==> src/rtl/mul_seq_ctrl.sv <==
// mul_seq_ctrl: sequences RV32M multiplies onto an unsigned multiplier with sign fixup, one-entry product cache, watchdog and flush
module mul_seq_ctrl #(
   parameter int WDOG_LIMIT = 40
) (
   input  logic        clk,
   input  logic        rst,
   input  logic        req_valid,
   output logic        req_ready,
   input  logic [2:0]  funct3,
   input  logic [31:0] rs1,
   input  logic [31:0] rs2,
   input  logic [4:0]  rd_tag,
   input  logic        flush,
   output logic        mul_start,
   output logic [31:0] mul_rs1,
   output logic [31:0] mul_rs2,
   output logic        mul_signed,
   input  logic [63:0] mul_result,
   input  logic        mul_valid,
   output logic        rsp_valid,
   input  logic        rsp_ready,
   output logic [31:0] rsp_data,
   output logic [4:0]  rsp_tag,
   output logic        rsp_err
);
   localparam int WW = $clog2(WDOG_LIMIT + 1);
   typedef enum logic [2:0] {IDLE, LAUNCH, WAIT, FIX, RESP, DRAIN} state_t;
   state_t state;
   logic [2:0] f3;
   logic neg, cache_vld, a_neg, b_neg, hit, accept, wdog_exp;
   logic [31:0] last_a, last_b, mag_a, mag_b;
   logic [63:0] prod, prod_fix;
   logic [WW-1:0] wdog;
   assign mul_signed = 1'b0;
   // operand magnitudes, cache lookup and sign-corrected product
   always_comb begin
      a_neg = rs1[31] & (funct3 == 3'b001 || funct3 == 3'b010);
      b_neg = rs2[31] & (funct3 == 3'b001);
      mag_a = a_neg ? -rs1 : rs1;
      mag_b = b_neg ? -rs2 : rs2;
      hit = cache_vld && mag_a == last_a && mag_b == last_b;
      accept = state == IDLE && req_valid && !flush;
      wdog_exp = wdog == WW'(WDOG_LIMIT - 1);
      prod_fix = neg ? -prod : prod;
   end
   // control FSM with registered outputs, cache and watchdog
   always_ff @(posedge clk or posedge rst) begin
      if (rst) begin
         state <= IDLE;
         req_ready <= 1'b1;
         mul_start <= 1'b0;
         mul_rs1 <= '0;
         mul_rs2 <= '0;
         rsp_valid <= 1'b0;
         rsp_data <= '0;
         rsp_tag <= '0;
         rsp_err <= 1'b0;
         f3 <= '0;
         neg <= 1'b0;
         cache_vld <= 1'b0;
         last_a <= '0;
         last_b <= '0;
         prod <= '0;
         wdog <= '0;
      end else begin
         mul_start <= 1'b0;
         if (state == LAUNCH || state == WAIT || state == DRAIN) wdog <= wdog + 1'b1;
         case (state)
            IDLE: if (accept) begin
               f3 <= funct3;
               rsp_tag <= rd_tag;
               neg <= a_neg ^ b_neg;
               req_ready <= 1'b0;
               if (funct3[2]) begin
                  state <= RESP;
                  rsp_valid <= 1'b1;
                  rsp_err <= 1'b1;
                  rsp_data <= '0;
               end else if (hit) begin
                  state <= FIX;
               end else begin
                  state <= LAUNCH;
                  mul_start <= 1'b1;
                  mul_rs1 <= mag_a;
                  mul_rs2 <= mag_b;
                  wdog <= '0;
               end
            end
            LAUNCH: begin
               state <= flush ? DRAIN : WAIT;
               if (flush) cache_vld <= 1'b0;
            end
            WAIT: if (flush) begin
               cache_vld <= 1'b0;
               state <= mul_valid ? IDLE : DRAIN;
               req_ready <= mul_valid;
            end else if (mul_valid) begin
               prod <= mul_result;
               last_a <= mul_rs1;
               last_b <= mul_rs2;
               cache_vld <= 1'b1;
               state <= FIX;
            end else if (wdog_exp) begin
               state <= RESP;
               rsp_valid <= 1'b1;
               rsp_err <= 1'b1;
               rsp_data <= '0;
               cache_vld <= 1'b0;
            end
            FIX: if (flush) begin
               state <= IDLE;
               req_ready <= 1'b1;
            end else begin
               state <= RESP;
               rsp_valid <= 1'b1;
               rsp_err <= 1'b0;
               rsp_data <= (f3 == 3'b000) ? prod_fix[31:0] : prod_fix[63:32];
            end
            RESP: if (flush || rsp_ready) begin
               state <= IDLE;
               rsp_valid <= 1'b0;
               req_ready <= 1'b1;
            end
            DRAIN: if (mul_valid || wdog_exp) begin
               state <= IDLE;
               req_ready <= 1'b1;
            end
            default: begin
               state <= IDLE;
               req_ready <= 1'b1;
            end
         endcase
      end
   end
endmodule

==> config.mk <==
export PLATFORM = sky130hd
export DESIGN_NAME = mul_seq_ctrl
export DESIGN_NICKNAME = d
export VERILOG_FILES = /design/src/rtl/mul_seq_ctrl.sv
export SDC_FILE = /design/constraint.sdc
export NUM_CORES = 1
export LEC_CHECK = 0
export BUFFER_PORTS_ARGS = -buffer_cell sky130_fd_sc_hd__buf_4
export CORE_MARGIN = 3
export CORE_UTILIZATION = 45
export CTS_CLUSTER_DIAMETER = 80
export DETAILED_ROUTE_END_ITERATION = 12
export GPL_TIMING_DRIVEN = 0
export PLACE_DENSITY_LB_ADDON = 0.05
export SYNTH_ARGS = -nofsm -noshare
export SYNTH_HDL_FRONTEND = slang
export SYNTH_SLANG_ARGS = --single-unit
==> constraint.sdc <==
create_clock -name clk -period 7 [get_ports clk]
set_input_delay 0 -clock clk [delete_from_list [all_inputs] [get_ports clk]]
set_output_delay 0 -clock clk [all_outputs]
set_load 0.02 [all_outputs]
Word level (Yosys, flattened, before mapping). Cells that the tools add are included.

$add $sub $neg: 4. Equal/unequal tests: 22. Muxes and demuxes: 53. Bitwise logic cells: 7. Reductions and logical operators: 23.

Operators with widths (count): 2-to-1 mux 32 bit (9); case mux 32 bit (3 select lines) (1); equality test 32 bit (2); 2-to-1 mux 64 bit (1); negator 32 bit (2); negator 64 bit (1); 2-to-1 mux 3 bit (10); 2-to-1 mux 6 bit (5); 2-to-1 mux 1 bit (21); != test 2 bit (second input constant) (10); case mux 3 bit (6 select lines) (1); equality test 3 x 2 -> 1 bit (second input constant) (3); AND reduction 4 bit (2); AND reduction 8 bit (1); AND reduction 7 bit (1); adder 6 x 1 -> 6 bit (second input constant) (1); equality test 3 x 1 -> 1 bit (second input constant) (2); equality test 3 bit (second input constant) (2); equality test 6 bit (second input constant) (1); zero test 3 bit (2); case mux 1 bit (6 select lines) (1); AND reduction 3 bit (2); AND reduction 6 bit (1); logical OR 1 bit (5); 15 further kinds (22).

Bits in registers: 247. Input bits: 142. Output and inout bits: 106. Word-level logic and storage cells: 125.

Logic depth before layout (Yosys ltp).
Depth after elaboration: 11. Mapped depth: 16. Gate-level depth less buffers: 12.

Least setup slack after synthesis. OpenSTA, ideal clock, no wires.

Path type: register to register. Start point: register prod[7]. End point: register rsp_data[21]. Setup time: 0.133 ns. Data arrival time: 3.395 ns. Required time: 6.867 ns. Setup slack: 3.472 ns. Cell stages (with the launch flop): 10. Cell sequence: dfrtp_1 or4_1 or4_1 or4_1 or4b_1 nand2b_1 nand2b_1 o41ai_2 xor2_1 o21ai_0.

Word-level cells in the longest chain between the ends: 5.

Ends and longest elaborated chain: start, declared (line 32) `logic [63:0] prod, prod_fix;`; start signal, assigned (line 98) `prod <= mul_result;`; negator 64 bit (line 44) `prod_fix = neg ? -prod : prod;`; 2-to-1 mux 64 bit (line 44); 2-to-1 mux 32 bit (line 117) `rsp_data <= (f3 == 3'b000) ? prod_fix[31:0] : prod_fix[63:32];`; 2-to-1 mux 32 bit (line 110) `FIX: if (flush) begin`; case mux 32 bit (3 select lines) (line 68) `case (state)`; end signal, assigned (line 117); end, declared (line 22) `output logic [31:0] rsp_data,`.

No other way between the ends. The select of a mux whose other input is x is not followed. A chain may end at the register's enable or synchronous reset.

Final worst setup path.
Start point: input port rs1[12]. End point: register mul_rs1[11].

Word-level cells in the longest chain between the ends: 7.

Ends and longest elaborated chain: start, declared (line 10) `input logic [31:0] rs1,`; negator 32 bit (line 39) `mag_a = a_neg ? -rs1 : rs1;`; 2-to-1 mux 32 bit * (line 39); equality test 32 bit * (line 41) `hit = cache_vld && mag_a == last_a && mag_b == last_b;`; logical AND 1 bit * (2 in a row) (line 41); inverter 1 bit (no line) *; AND reduction 4 bit (no line) *; end signal, assigned (line 84) `mul_rs1 <= mag_a;`; end, declared (line 15) `output logic [31:0] mul_rs1,`.

Mark *: on every way between the ends. The rest lies on a longest branch, timed or not.

==> flow_results.org <==
** Clock network
- For this design, the sink count on the clock tree is approximately 250.
- Worst skew pair latency :: 0.61 ns
- CTS buffer count :: 29
- Clock Pin Slew Worst Setup and Hold Paths :: about 0.06 ns
- TritonCTS built the clock tree.
- Cell chosen for the clock root :: clkbuf_16
- Post-CTS setup-driven buffer insertion count :: 0
- Buffers from clock root to sink, at most :: 3
- CTS H-tree lvls :: 1

** Die
- Die height :: ~190 microns
- For this design the top-level I/O count stands at about 250.
- After floorplanning, the core was divided into 66 placement rows.
- The floorplan step defined a die boundary enclosing about 0.036 sq mm.
- Placeable core area :: between 0.03 and 0.04 sq mm
- For this configuration, the core starts out at a cell density of a little under half.
- Die Wd :: roughly 190 microns

** GRT
- For this run the aggregate overflow at the end of global routing stands at 0.
- First-pass GRT wire length :: about 81000 microns
- Entering global routing, the biggest net connects around 130 pins.
- The number of global-route vias before repair came to 13.4k.
- Global routing used slightly below 30% of the available tracks across all layers.
- Initial antenna violation count :: 0

** Flow run
- The tool flagged a number of max-cap violations equal to 0.

** Layout
- The count of cells in the finished layout, fillers not included, comes to 2326.
- Relative to the synthesized area, the layout overhead comes to 31.0%.
- Utilization of the core after routing :: 60.1%
- Final #Nets :: 2012
- Ant. Diodes :: 0
- Share of post-route cells with drive strength above 1 :: a little over a quarter
- Count of filler cells inserted in the layout :: roughly 2.9k

** Logic synthesis
- After Yosys synthesis, and, or, nand and nor cells account for 15.1% of the synthesized area.
- For this run, the number of Yosys warnings is 0.
- Combinational family with the most area after synthesis :: multiplexers
- Most repeated cell in the gate-level netlist after synthesis :: dfrtp_1
- Most common library cells after synthesis :: dfrtp_1, mux2_2, o21ai_0
- Area share of fa/ha/maj cells after synthesis :: less than 1%
- A synthesized cell averages a little over 10 sq um.
- For this run, the register share of the synthesized area comes to between 40 and 50%.
- Yosys mapped a number of flops with a built-in enable equal to 0.
- Synthesis handed over a netlist of between 1k and 1.5k instances.
- In this run the biggest area consumer among cell types represents between 40% and 50% of the synthesized area.
- Share of synthesized area spent on multiplexers :: ~16%
- Commonest register cell after synthesis :: dfrtp_1
- Synthesis produced a netlist with a net count of 1619.
- The synthesized netlist occupies a cell area of approximately 0.015 sq mm.
- Post-synth top area cell :: dfrtp_1
- After synthesis, the share of flip-flops with an asynchronous set or reset is between 90% and 100%.
- After synthesis, the cell types taking the most area are dfrtp_1, mux2_2, xnor2_1.
- Summing the areas of all compound-gate instances in the mapped netlist gives 13.2% of the synthesized area.
- Number of synthesized register bits :: between 200 and 250
- Post-synth cell types :: 85
- Area share of xor/xnor cells in the synthesized design :: roughly 10%

** Hold path
- Class of the tightest hold or removal check :: in -> reg
- HP Start :: rs2[18]

** Placement
- Post-Place Setup Slack :: approximately 2.0 ns
- The congestion estimate from routability-driven global placement came to slightly below 1.
- Port Buffers :: 225
- Detailed placement finished with a half-perimeter wire length of 40100 microns.
- Once placement completed, the tool counted placed cells totaling roughly 2.1k.

** Power and ir drop
- Net switching power :: between 2 and 3 mW
- In this run switching power makes up a little under 40% of total power.
- Worst ir drop on vdd :: about 0.23 mV
- Overall power consumption :: ~7 mW
- Proportion of power drawn by combinational gates :: 40.5%
- Register share of total power :: between 30% and 40%
- Power per cell area :: between 300 and 400 mW/mm^2
- For this design the static power due to leakage is about 8.3 nW.
- Internal power comes to around 4.4 mW.
- In this run, the clock network consumes 22.0% of the power.

** Timing
- Static timing analysis puts the maximum clock frequency at just over 0.2 GHz.
- Setup repair after global routing left no endpoint under its margin.
- After layout, the worst path uses 70.4% of the clock period.
- Setup violation total in the final timing report :: 0
- Final-report max-slew violation count :: 0
- The number of hold violations in the final report is 0.
- Worst clock skew :: around 0.037 ns
- On the final layout, the worst hold slack is 0.00692 ns.
- The worst pin sits at a relative slew slack of about 22%.
- For the pin with the worst max-slew slack, the measured transition is approximately 1.2 ns.
- The smallest clock period supported by the final layout is computed as between 4 and 5 ns.
- Setup slack after layout :: slightly above 2 ns

** Setup path
- Data arrives at the worst endpoint at roughly 5.4 ns.
- R2R Path Start :: prod[7]$_DFFE_PP0P_
- Path type of the worst setup path :: in -> reg
- Critical path fanouts, max :: 10
- Required arrival time at the worst endpoint :: approximately 7.5 ns
- STA classifies the critical path startpoint as an input port.
- The critical path starts at rs1[12].
- Endpoint class of the critical path :: flop

** Run status
- The flow ran to the end, and the final reports show no timing, DRC or antenna violations.

** Drt
- Vias post-DR :: ~13k
- Avg Vias per Cell :: 5.74
- Total length of routed wires :: between 50000 and 60000 microns
- For this run, design rule violations remaining after detail routing come to 0.
- After the first detailed-routing iteration, the DRC count stood at about 1.0k.
- Post-detailed-route count of antenna-violating nets :: 0
- Per-cell routed wire length :: roughly 23 microns
- The first TritonRoute pass finished after 6 iterations.
## power by group through the flow
stage | Clock, mW | Combinational [mW] | Sequential, mW
floorplan | 0 | 1.58 | 2.79
global placement | 0 | 2.78 | 2.67
detailed placement | 0 | 2.81 | 2.68
CTS | 1.60 | 2.90 | 2.67
global route | 1.66 | 3.12 | 2.77
finish | 1.57 | 2.89 | 2.68
## final timing paths
kind                                                  to  slack (ns)  depth (start not counted)
worst max-delay path             mul_rs1[11]$_DFFE_PP0P_        2.07                         15
worst min-delay path             mul_rs2[18]$_DFFE_PP0P_       0.007                          3
worst max register to register  rsp_data[31]$_DFFE_PP0P_        2.84                          9
worst min register to register   rsp_data[7]$_DFFE_PP0P_        0.48                          2
max in group asynchronous        mul_rs2[23]$_DFFE_PP0P_        5.16                          6
min in group asynchronous          rsp_valid$_DFFE_PP0P_        0.50                          4
## critical path: stages
cell and delay, ns:
dlygate4sd3_1 0.53, clkbuf_1 0.19, nor4_1 1.00, nand4_1 0.33
clkbuf_1 0.37, mux2i_1 0.25, o2111ai_1 0.22, a2111oi_0 0.71
nand3_1 0.17, nor4_1 0.39, nand4_2 0.31, and2_4 0.27
buf_6 0.16, buf_12 0.17, mux2_4 0.29
## placed cells by master (no fill, tap or decap), types with 33 or more instances in the layout
cell type / n
dlygate4sd3_1: 135
buf_4: 227
xor2_1: 67
o21ai_0: 104
dfrtp_1: 246
clkbuf_1: 70
mux2_4: 47
inv_1: 43
a21oi_1: 33
mux2_2: 130
nor4_1: 36
xnor2_1: 102
nor3_1: 46
nand2_1: 97
nor2_1: 81
## state kept, by name (all words and copies together) (netlist names), 3 cells and up
register / cells
last_a: 32
rsp_tag: 5
prod: 64
last_b: 32
rsp_data: 32
wdog: 6
mul_rs1: 32
mul_rs2: 32
f3: 3
state: 3
## area by class of cell
type,instances,area (sq um),area share [%]
clock inverter,14,149,0.757
tap,442,553,2.81
multi-input combinational,1093,8230,41.9
timing repair buffer,362,3100,15.7
inverter,44,173,0.878
sequential,247,6180,31.5
buffer,86,432,2.20
clock buffer,38,840,4.27
## routing by layer
layer	share of wire [%]	up-vias	wire [microns]	global-route usage, %
li1	-	6199	-	-
met1	42	6527	22700	39.0
met2	47	506	25500	49.4
met3	6.2	122	3320	5.12
met4	4.1	0	2220	10.7
met5	0	-	0	0
## metrics by stage
step | setup TNS [ns] | instance area, sq um
2_1_floorplan | 0 | 15000
3_3_place_gp | -660.33 | 17200
3_5_place_dp | 0 | 17300
4_1_cts | 0 | 19700
5_1_grt | 0 | 19700
6_report | 0 | 19700
## kinds of logic after synthesis
logic type	after synthesis
xor gates and xnor gates	172
AOI/OAI and AO/OA	296
adders and majority gates	7
muxes	195
DFF	247
buffers and inverters	130
and+or+nand+nor	422
other	1
## repair_timing
| item | in CTS | in global routing |
|---|---|---|
| hold buffers | 135 | 0 |
| setup endpoints to repair | 0 | 0 |
| gates resized for setup | 0 | 0 |
| hold endpoints to repair | 257 | 0 |
Power figures use the tool's default switching activity.
